File: src/rtl/mips_dbg_pkg.sv
// Shared definitions for the MIPS debug read-out path.
// Holds the word geometry, the out_kind tag encodings and the dump FSM
// state type used by state_dump_unit and its word packer.
package mips_dbg_pkg;

  localparam int WORD_W         = 32;
  localparam int BYTES_PER_WORD = 4;
  localparam int BYTE_IDX_W     = $clog2(BYTES_PER_WORD);

  // Tag carried with every dumped word so the host can demultiplex the stream.
  localparam logic [1:0] KIND_PC  = 2'd0;
  localparam logic [1:0] KIND_REG = 2'd1;
  localparam logic [1:0] KIND_MEM = 2'd2;

  typedef enum logic [2:0] {
    ST_IDLE      = 3'd0,
    ST_PC_SEND   = 3'd1,
    ST_REG_FETCH = 3'd2,
    ST_REG_SEND  = 3'd3,
    ST_MEM_FETCH = 3'd4,
    ST_MEM_SEND  = 3'd5,
    ST_FIN       = 3'd6
  } dump_state_t;

endpackage

File: src/rtl/dump_word_packer.sv
// Byte counter plus big-endian byte-to-word assembly.
// Ports: i_clk/i_reset clock and async reset; i_clr returns the byte counter
//   to 0; i_byte_vld/i_byte_dat present one byte per cycle; o_byte_idx is the
//   position of the byte being presented; o_byte_last flags the final byte;
//   o_word_nxt is the completed word including the byte on i_byte_dat.
// The first byte of a word lands in the MSB: earlier bytes are shifted up as
// later ones arrive, so after the last byte the word is complete without any
// per-position write decoding.
module dump_word_packer
  import mips_dbg_pkg::*;
(
  input  logic                  i_clk,
  input  logic                  i_reset,
  input  logic                  i_clr,
  input  logic                  i_byte_vld,
  input  logic [7:0]            i_byte_dat,
  output logic [BYTE_IDX_W-1:0] o_byte_idx,
  output logic                  o_byte_last,
  output logic [WORD_W-1:0]     o_word_nxt
);

  logic [BYTE_IDX_W-1:0] r_byte_idx;
  // Only the bytes still needed after the next shift are stored.
  logic [WORD_W-9:0]     r_word;

  assign o_byte_idx  = r_byte_idx;
  assign o_byte_last = (r_byte_idx == BYTE_IDX_W'(BYTES_PER_WORD - 1));
  assign o_word_nxt  = {r_word, i_byte_dat};

  always_ff @(posedge i_clk or posedge i_reset) begin
    if (i_reset) begin
      r_byte_idx <= '0;
      r_word     <= '0;
    end else if (i_clr) begin
      r_byte_idx <= '0;
    end else if (i_byte_vld) begin
      r_byte_idx <= r_byte_idx + 1'b1;
      r_word     <= o_word_nxt[WORD_W-9:0];
    end
  end

endmodule

File: src/rtl/state_dump_unit.sv
// Streams final CPU state (PC, register file, a window of data memory) out
// over a valid/ready word interface after a start pulse.
// Ports: i_clk/i_reset clock and async active-high reset; i_start/i_pc_in
//   request and PC snapshot; o_rf_raddr/i_rf_rdata register-file read port;
//   o_dm_addr/i_dm_rdata byte-wide data-memory read port; o_out_valid,
//   i_out_ready, o_out_data, o_out_kind, o_out_index word stream;
//   o_busy/o_done status.
// Each word is fetched into the output register before it is offered, so the
// offered word stays frozen for as long as the sink stalls.
module state_dump_unit
  import mips_dbg_pkg::*;
#(
  parameter int NUM_REGS  = 32,
  parameter int NUM_WORDS = 12,
  parameter int DM_BASE   = 0,
  parameter int DM_AW     = 10
) (
  input  logic              i_clk,
  input  logic              i_reset,
  input  logic              i_start,
  input  logic [31:0]       i_pc_in,
  output logic [4:0]        o_rf_raddr,
  input  logic [31:0]       i_rf_rdata,
  output logic [DM_AW-1:0]  o_dm_addr,
  input  logic [7:0]        i_dm_rdata,
  output logic              o_out_valid,
  input  logic              i_out_ready,
  output logic [31:0]       o_out_data,
  output logic [1:0]        o_out_kind,
  output logic [5:0]        o_out_index,
  output logic              o_busy,
  output logic              o_done
);

  localparam int RW = (NUM_REGS  > 1) ? $clog2(NUM_REGS)  : 1;
  localparam int WW = (NUM_WORDS > 1) ? $clog2(NUM_WORDS) : 1;

  dump_state_t           r_state;
  dump_state_t           w_state_nxt;

  logic [RW-1:0]         r_reg_idx;
  logic [WW-1:0]         r_word_idx;
  logic [WORD_W-1:0]     r_out_data;
  logic [1:0]            r_out_kind;
  logic [5:0]            r_out_index;

  logic                  w_out_valid;
  logic                  w_busy;
  logic                  w_done;
  logic                  w_reg_last;
  logic                  w_word_last;

  logic [BYTE_IDX_W-1:0] w_byte_idx;
  logic                  w_byte_last;
  logic [WORD_W-1:0]     w_mem_word;
  logic                  w_in_mem_fetch;
  logic [DM_AW-1:0]      w_dm_addr;

  assign w_reg_last     = (r_reg_idx  == RW'(NUM_REGS - 1));
  assign w_word_last    = (r_word_idx == WW'(NUM_WORDS - 1));
  assign w_in_mem_fetch = (r_state == ST_MEM_FETCH);

  // Byte address wraps modulo 2^DM_AW by construction of the sum width.
  assign w_dm_addr = DM_AW'(DM_BASE) + (DM_AW'(r_word_idx) << 2)
                   + DM_AW'(w_byte_idx);

  dump_word_packer u_packer (
    .i_clk       (i_clk),
    .i_reset     (i_reset),
    .i_clr       (!w_in_mem_fetch),
    .i_byte_vld  (w_in_mem_fetch),
    .i_byte_dat  (i_dm_rdata),
    .o_byte_idx  (w_byte_idx),
    .o_byte_last (w_byte_last),
    .o_word_nxt  (w_mem_word)
  );

  // ---------------------------------------------------------------- FSM
  always_ff @(posedge i_clk or posedge i_reset) begin
    if (i_reset) begin
      r_state <= ST_IDLE;
    end else begin
      r_state <= w_state_nxt;
    end
  end

  always_comb begin
    w_state_nxt = r_state;
    w_out_valid = 1'b0;
    w_busy      = 1'b1;
    w_done      = 1'b0;
    case (r_state)
      ST_IDLE: begin
        w_busy = 1'b0;
        if (i_start) begin
          w_state_nxt = ST_PC_SEND;
        end
      end
      ST_PC_SEND: begin
        w_out_valid = 1'b1;
        if (i_out_ready) begin
          w_state_nxt = ST_REG_FETCH;
        end
      end
      ST_REG_FETCH: begin
        w_state_nxt = ST_REG_SEND;
      end
      ST_REG_SEND: begin
        w_out_valid = 1'b1;
        if (i_out_ready) begin
          w_state_nxt = w_reg_last ? ST_MEM_FETCH : ST_REG_FETCH;
        end
      end
      ST_MEM_FETCH: begin
        if (w_byte_last) begin
          w_state_nxt = ST_MEM_SEND;
        end
      end
      ST_MEM_SEND: begin
        w_out_valid = 1'b1;
        if (i_out_ready) begin
          w_state_nxt = w_word_last ? ST_FIN : ST_MEM_FETCH;
        end
      end
      ST_FIN: begin
        // busy is already low here; a start seen in this cycle is dropped
        // because the next state is IDLE unconditionally.
        w_busy      = 1'b0;
        w_done      = 1'b1;
        w_state_nxt = ST_IDLE;
      end
      default: begin
        w_busy      = 1'b0;
        w_state_nxt = ST_IDLE;
      end
    endcase
  end

  // ------------------------------------------------------------ datapath
  always_ff @(posedge i_clk or posedge i_reset) begin
    if (i_reset) begin
      r_reg_idx   <= '0;
      r_word_idx  <= '0;
      r_out_data  <= '0;
      r_out_kind  <= KIND_PC;
      r_out_index <= '0;
    end else begin
      case (r_state)
        ST_IDLE: begin
          if (i_start) begin
            r_out_data  <= i_pc_in;
            r_out_kind  <= KIND_PC;
            r_out_index <= '0;
          end
        end
        ST_PC_SEND: begin
          if (i_out_ready) begin
            r_reg_idx <= '0;
          end
        end
        ST_REG_FETCH: begin
          r_out_data  <= i_rf_rdata;
          r_out_kind  <= KIND_REG;
          r_out_index <= 6'(r_reg_idx);
        end
        ST_REG_SEND: begin
          if (i_out_ready) begin
            if (w_reg_last) begin
              r_word_idx <= '0;
            end else begin
              r_reg_idx <= r_reg_idx + 1'b1;
            end
          end
        end
        ST_MEM_FETCH: begin
          if (w_byte_last) begin
            r_out_data  <= w_mem_word;
            r_out_kind  <= KIND_MEM;
            r_out_index <= 6'(r_word_idx);
          end
        end
        ST_MEM_SEND: begin
          if (i_out_ready && !w_word_last) begin
            r_word_idx <= r_word_idx + 1'b1;
          end
        end
        default: begin
        end
      endcase
    end
  end

  // Read addresses are only driven while fetching so they sit at 0 otherwise
  // (a nonzero DM_BASE would otherwise leak onto o_dm_addr out of reset).
  assign o_rf_raddr  = (r_state == ST_REG_FETCH) ? 5'(r_reg_idx) : 5'd0;
  assign o_dm_addr   = w_in_mem_fetch ? w_dm_addr : '0;

  assign o_out_valid = w_out_valid;
  assign o_out_data  = r_out_data;
  assign o_out_kind  = r_out_kind;
  assign o_out_index = r_out_index;
  assign o_busy      = w_busy;
  assign o_done      = w_done;

endmodule

File: config.mk
export PLATFORM = sky130hd
export DESIGN_NAME = state_dump_unit
export DESIGN_NICKNAME = d
export VERILOG_FILES = /design/src/rtl/mips_dbg_pkg.sv /design/src/rtl/dump_word_packer.sv /design/src/rtl/state_dump_unit.sv
export SDC_FILE = /design/constraint.sdc
export NUM_CORES = 1
export LEC_CHECK = 0
export ABC_AREA = 1
export CORE_AREA = 3 3 99 101
export DETAILED_ROUTE_END_ITERATION = 6
export DIE_AREA = 0 0 102 104
export GPL_ROUTABILITY_DRIVEN = 0
export GPL_TIMING_DRIVEN = 0
export PLACE_DENSITY = 0.82
export SLEW_MARGIN = 10
export SYNTH_ARGS = -nofsm -noshare
export SYNTH_HDL_FRONTEND = slang
export SYNTH_SLANG_ARGS = --single-unit
export TNS_END_PERCENT = 10
File: constraint.sdc
create_clock -name i_clk -period 3 [get_ports i_clk]
set_clock_uncertainty 0.1 [all_clocks]
set_input_delay 0.45 -clock i_clk [delete_from_list [all_inputs] [get_ports i_clk]]
set_output_delay 0.45 -clock i_clk [all_outputs]
set_load 0.05 [all_outputs]
==> results.tsv <==
metric	value	unit
Worst Path Max Fanout	10	
main combinational cell family by area after synthesis	simple AND/OR/NAND/NOR gates	
post-route ant nets	0	
Worst Reg-to-Reg Cells	10	
Tot GR Track Use	0.225	
layout cells sized above 1	0.128	
die width	102	um
most common cell after layout, fill and taps aside	nand2_1	
Final Slew Violations	0	
IO Pins	134	
switching share of total power	0.464	
Yosys warnings	0	
initial DRC count	207	
NetSw	2.43	mW
vias in the first global route	3979	
mux cell area share after synthesis	0	
Final Hold Violating Endpoints	0	
Die Y	104	um
Vias per Instance	5.10	
WP data required	2.45	ns
crit path DAT	2.30	ns
pwr/cell area	902	nW/um2
# setup viols final	0	
Via Count	3989	
fin crit period	2.85	ns
outcome	finished clean	
H-tree Lvls	3	
Worst-path clk slew	0.08	ns
Post-CTS Resized	0	
Synth Area in Compound Gates	0.0208	
Worst Hold Class	in -> async	
RSZ-0062 raised after global routing	no	
setup slack, reg-to-reg	1.08	ns
Slew headroom	0.644	
Syn-to-layout area delta	41.8	%
Core ar.	9110	um2
nets	747	
clock share of power	0.179	
Final period util	0.950	
maximum capacitance violations	0	
worst skew pair latency	0.35	ns
initial antenna violation count	0	
Slew @ Worst Pin	0.533	ns
WL/cell	14.9	um
fill count	769	
CTS Root Cell	clkbuf_8	
Avg Cell Area, Syn	7.82	um2
Post-Synth XOR/XNOR Area	0.00214	
CP max-delay cell	clkdlybuf4s50_1	
first-pass GRT wire length	18900	um
most frequent cells in the layout	234 x nand2_1, 125 x clkdlybuf4s50_1, 77 x nand3_1, 77 x dfrtp_1, 25 x nand2_2	
leakage power	2.95	nW
CTS Buf Count	9	
CP delay by family, top	buffers and inverters	
Flop pwr share	0.276	
clock sink count	77	
Comb pwr share	0.545	
drt total wl	11600	um
CTS max path bufs	2	
worst r2r dst	r_reg_idx[3]$_DFFE_PP0P_	
DRC Markers	0	
Setup Buffers After CTS	0	
Mapped Area	4090	um2
synth unique cells	27	
ant diodes	0	
TritonCTS clock tree	built	
Hold-fix buffers, CTS	0	
Post-Synth Simple-Gate Area	0.404	
final cell count without fillers	782	
Yosys reg bits	77	
Max rail drop VDD	0.000640	V
R2R Path Start	r_reg_idx[0]$_DFFE_PP0P_	
Initial Utilization	0.449	
critical path startpoint category	flop	
Post-Synthesis Cells	523	
largest net degree at the start of global routing	66	
drt pass-1 iters	5	
area share of fa/ha/maj cells after synthesis	0.0122	
sequential area share after synthesis	0.471	
utilization after layout	0.637	
CP bufs+invs	4	
CP Capture Type	output port	
crit-path cells	buf_6, inv_6, nand3_2, buf_2, nor2_1, clkdlybuf4s50_1	
GR Overflow Total	0	
Max Freq	351	MHz
P_int	2.81	mW
post-DP HPWL	8770	um
slowest stage delay, CP	0.83	ns
IO buf count	128	
site row count	35	
WS Path Type	reg -> out	
dpl cells	767	
DIE AREA	10600	um2
==> Yosys cell counts, drive strengths merged <==
cell	n	share of area
nand2	260	0.26
nand3	79	0.099
dfrtp	77	0.47
buf	31	0.066
nor2	25	0.038
inv	23	0.023
o21ai	14	0.017
ha	4	0.012
nand4	3	0.0061
nand3b	2	0.0037
a21oi	1	0.0021
conb	1	0.00092
nor3	1	0.0012
o22ai	1	0.0015
xnor2	1	0.0021
==> power groups by stage <==
stage	combinational (mW)	clock, mW	sequential (mW)
floorplan	1.19	0	2.21
global placement	2.80	0	1.45
detailed placement	2.86	0	1.45
CTS	2.87	0.943	1.44
global route	3.07	0.990	1.47
finish	2.85	0.937	1.44
==> flip-flops by register name, summed over array words and instances, names as in the netlist <==
name and cells:
r_state 3, u_packer.r_word 24, r_word_idx 4, o_out_data 32, r_reg_idx 5, u_packer.o_byte_idx 2, o_out_index 5, o_out_kind 2
==> layer usage <==
metal / GRT usage / up-vias / wire (um)
met1: 0.295 / 1880 / 5040
met3: 0.0416 / 25 / 748
met4: 0.0769 / 0 / 229
met2: 0.371 / 157 / 5620
li1: - / 1927 / -
met5: 0 / - / 0
==> worst max-delay path by stage <==
stage / slack, ns / depth (start not counted) / to / start
2_1_floorplan: 0.48 / 1 / o_out_data[0]$_DFFE_PP0P_ / i_reset
3_3_place_gp: -0.74 / 2 / o_out_data[7]$_DFFE_PP0P_ / i_reset
3_5_place_dp: 0.40 / 6 / o_dm_addr[0] / r_state[0]$_DFFE_PP0P_
4_1_cts: 0.001 / 6 / o_dm_addr[0] / r_state[0]$_DFFE_PP0P_
5_1_grt: 0.04 / 6 / o_rf_raddr[2] / r_state[2]$_DFFE_PP0P_
6_report: 0.15 / 6 / o_rf_raddr[2] / r_state[2]$_DFFE_PP0P_
==> layout make-up <==
class,instances,area (um2),area share
tap,111,139,0.0239
sequential,77,1930,0.332
inverter,23,96.3,0.0166
clock buffer,9,124,0.0214
multi-input combinational,396,1820,0.313
timing repair buffer,129,1320,0.227
clock inverter,6,113,0.0194
buffer,31,269,0.0464
==> per-stage QoR <==
stage	instance area [um2]	total power, mW	hold slack (ns)	setup WS (ns)	TNS (ns)
after floorplan	4110	3.40	0.332	0.483	0
after global placement	5530	4.25	0.344	-0.743	-56.79
after detailed placement	5560	4.32	0.362	0.402	0
after CTS	5790	5.25	0.267	0.00132	0
after global routing	5800	5.53	0.274	0.0396	0
final	5800	5.23	0.263	0.149	0
==> cells by family (layout without fill, tap and decap cells) <==
| logic type | Yosys count | count (layout) |
|---|---|---|
| AOI/OAI and AO/OA | 16 | 16 |
| adders and majority gates | 4 | 4 |
| other | 1 | 5 |
| DFF | 77 | 77 |
| buffers and inverters | 54 | 198 |
| xor gates and xnor gates | 1 | 1 |
| and+or+nand+nor | 370 | 370 |
No activity file was read; power rests on OpenSTA's default activity.
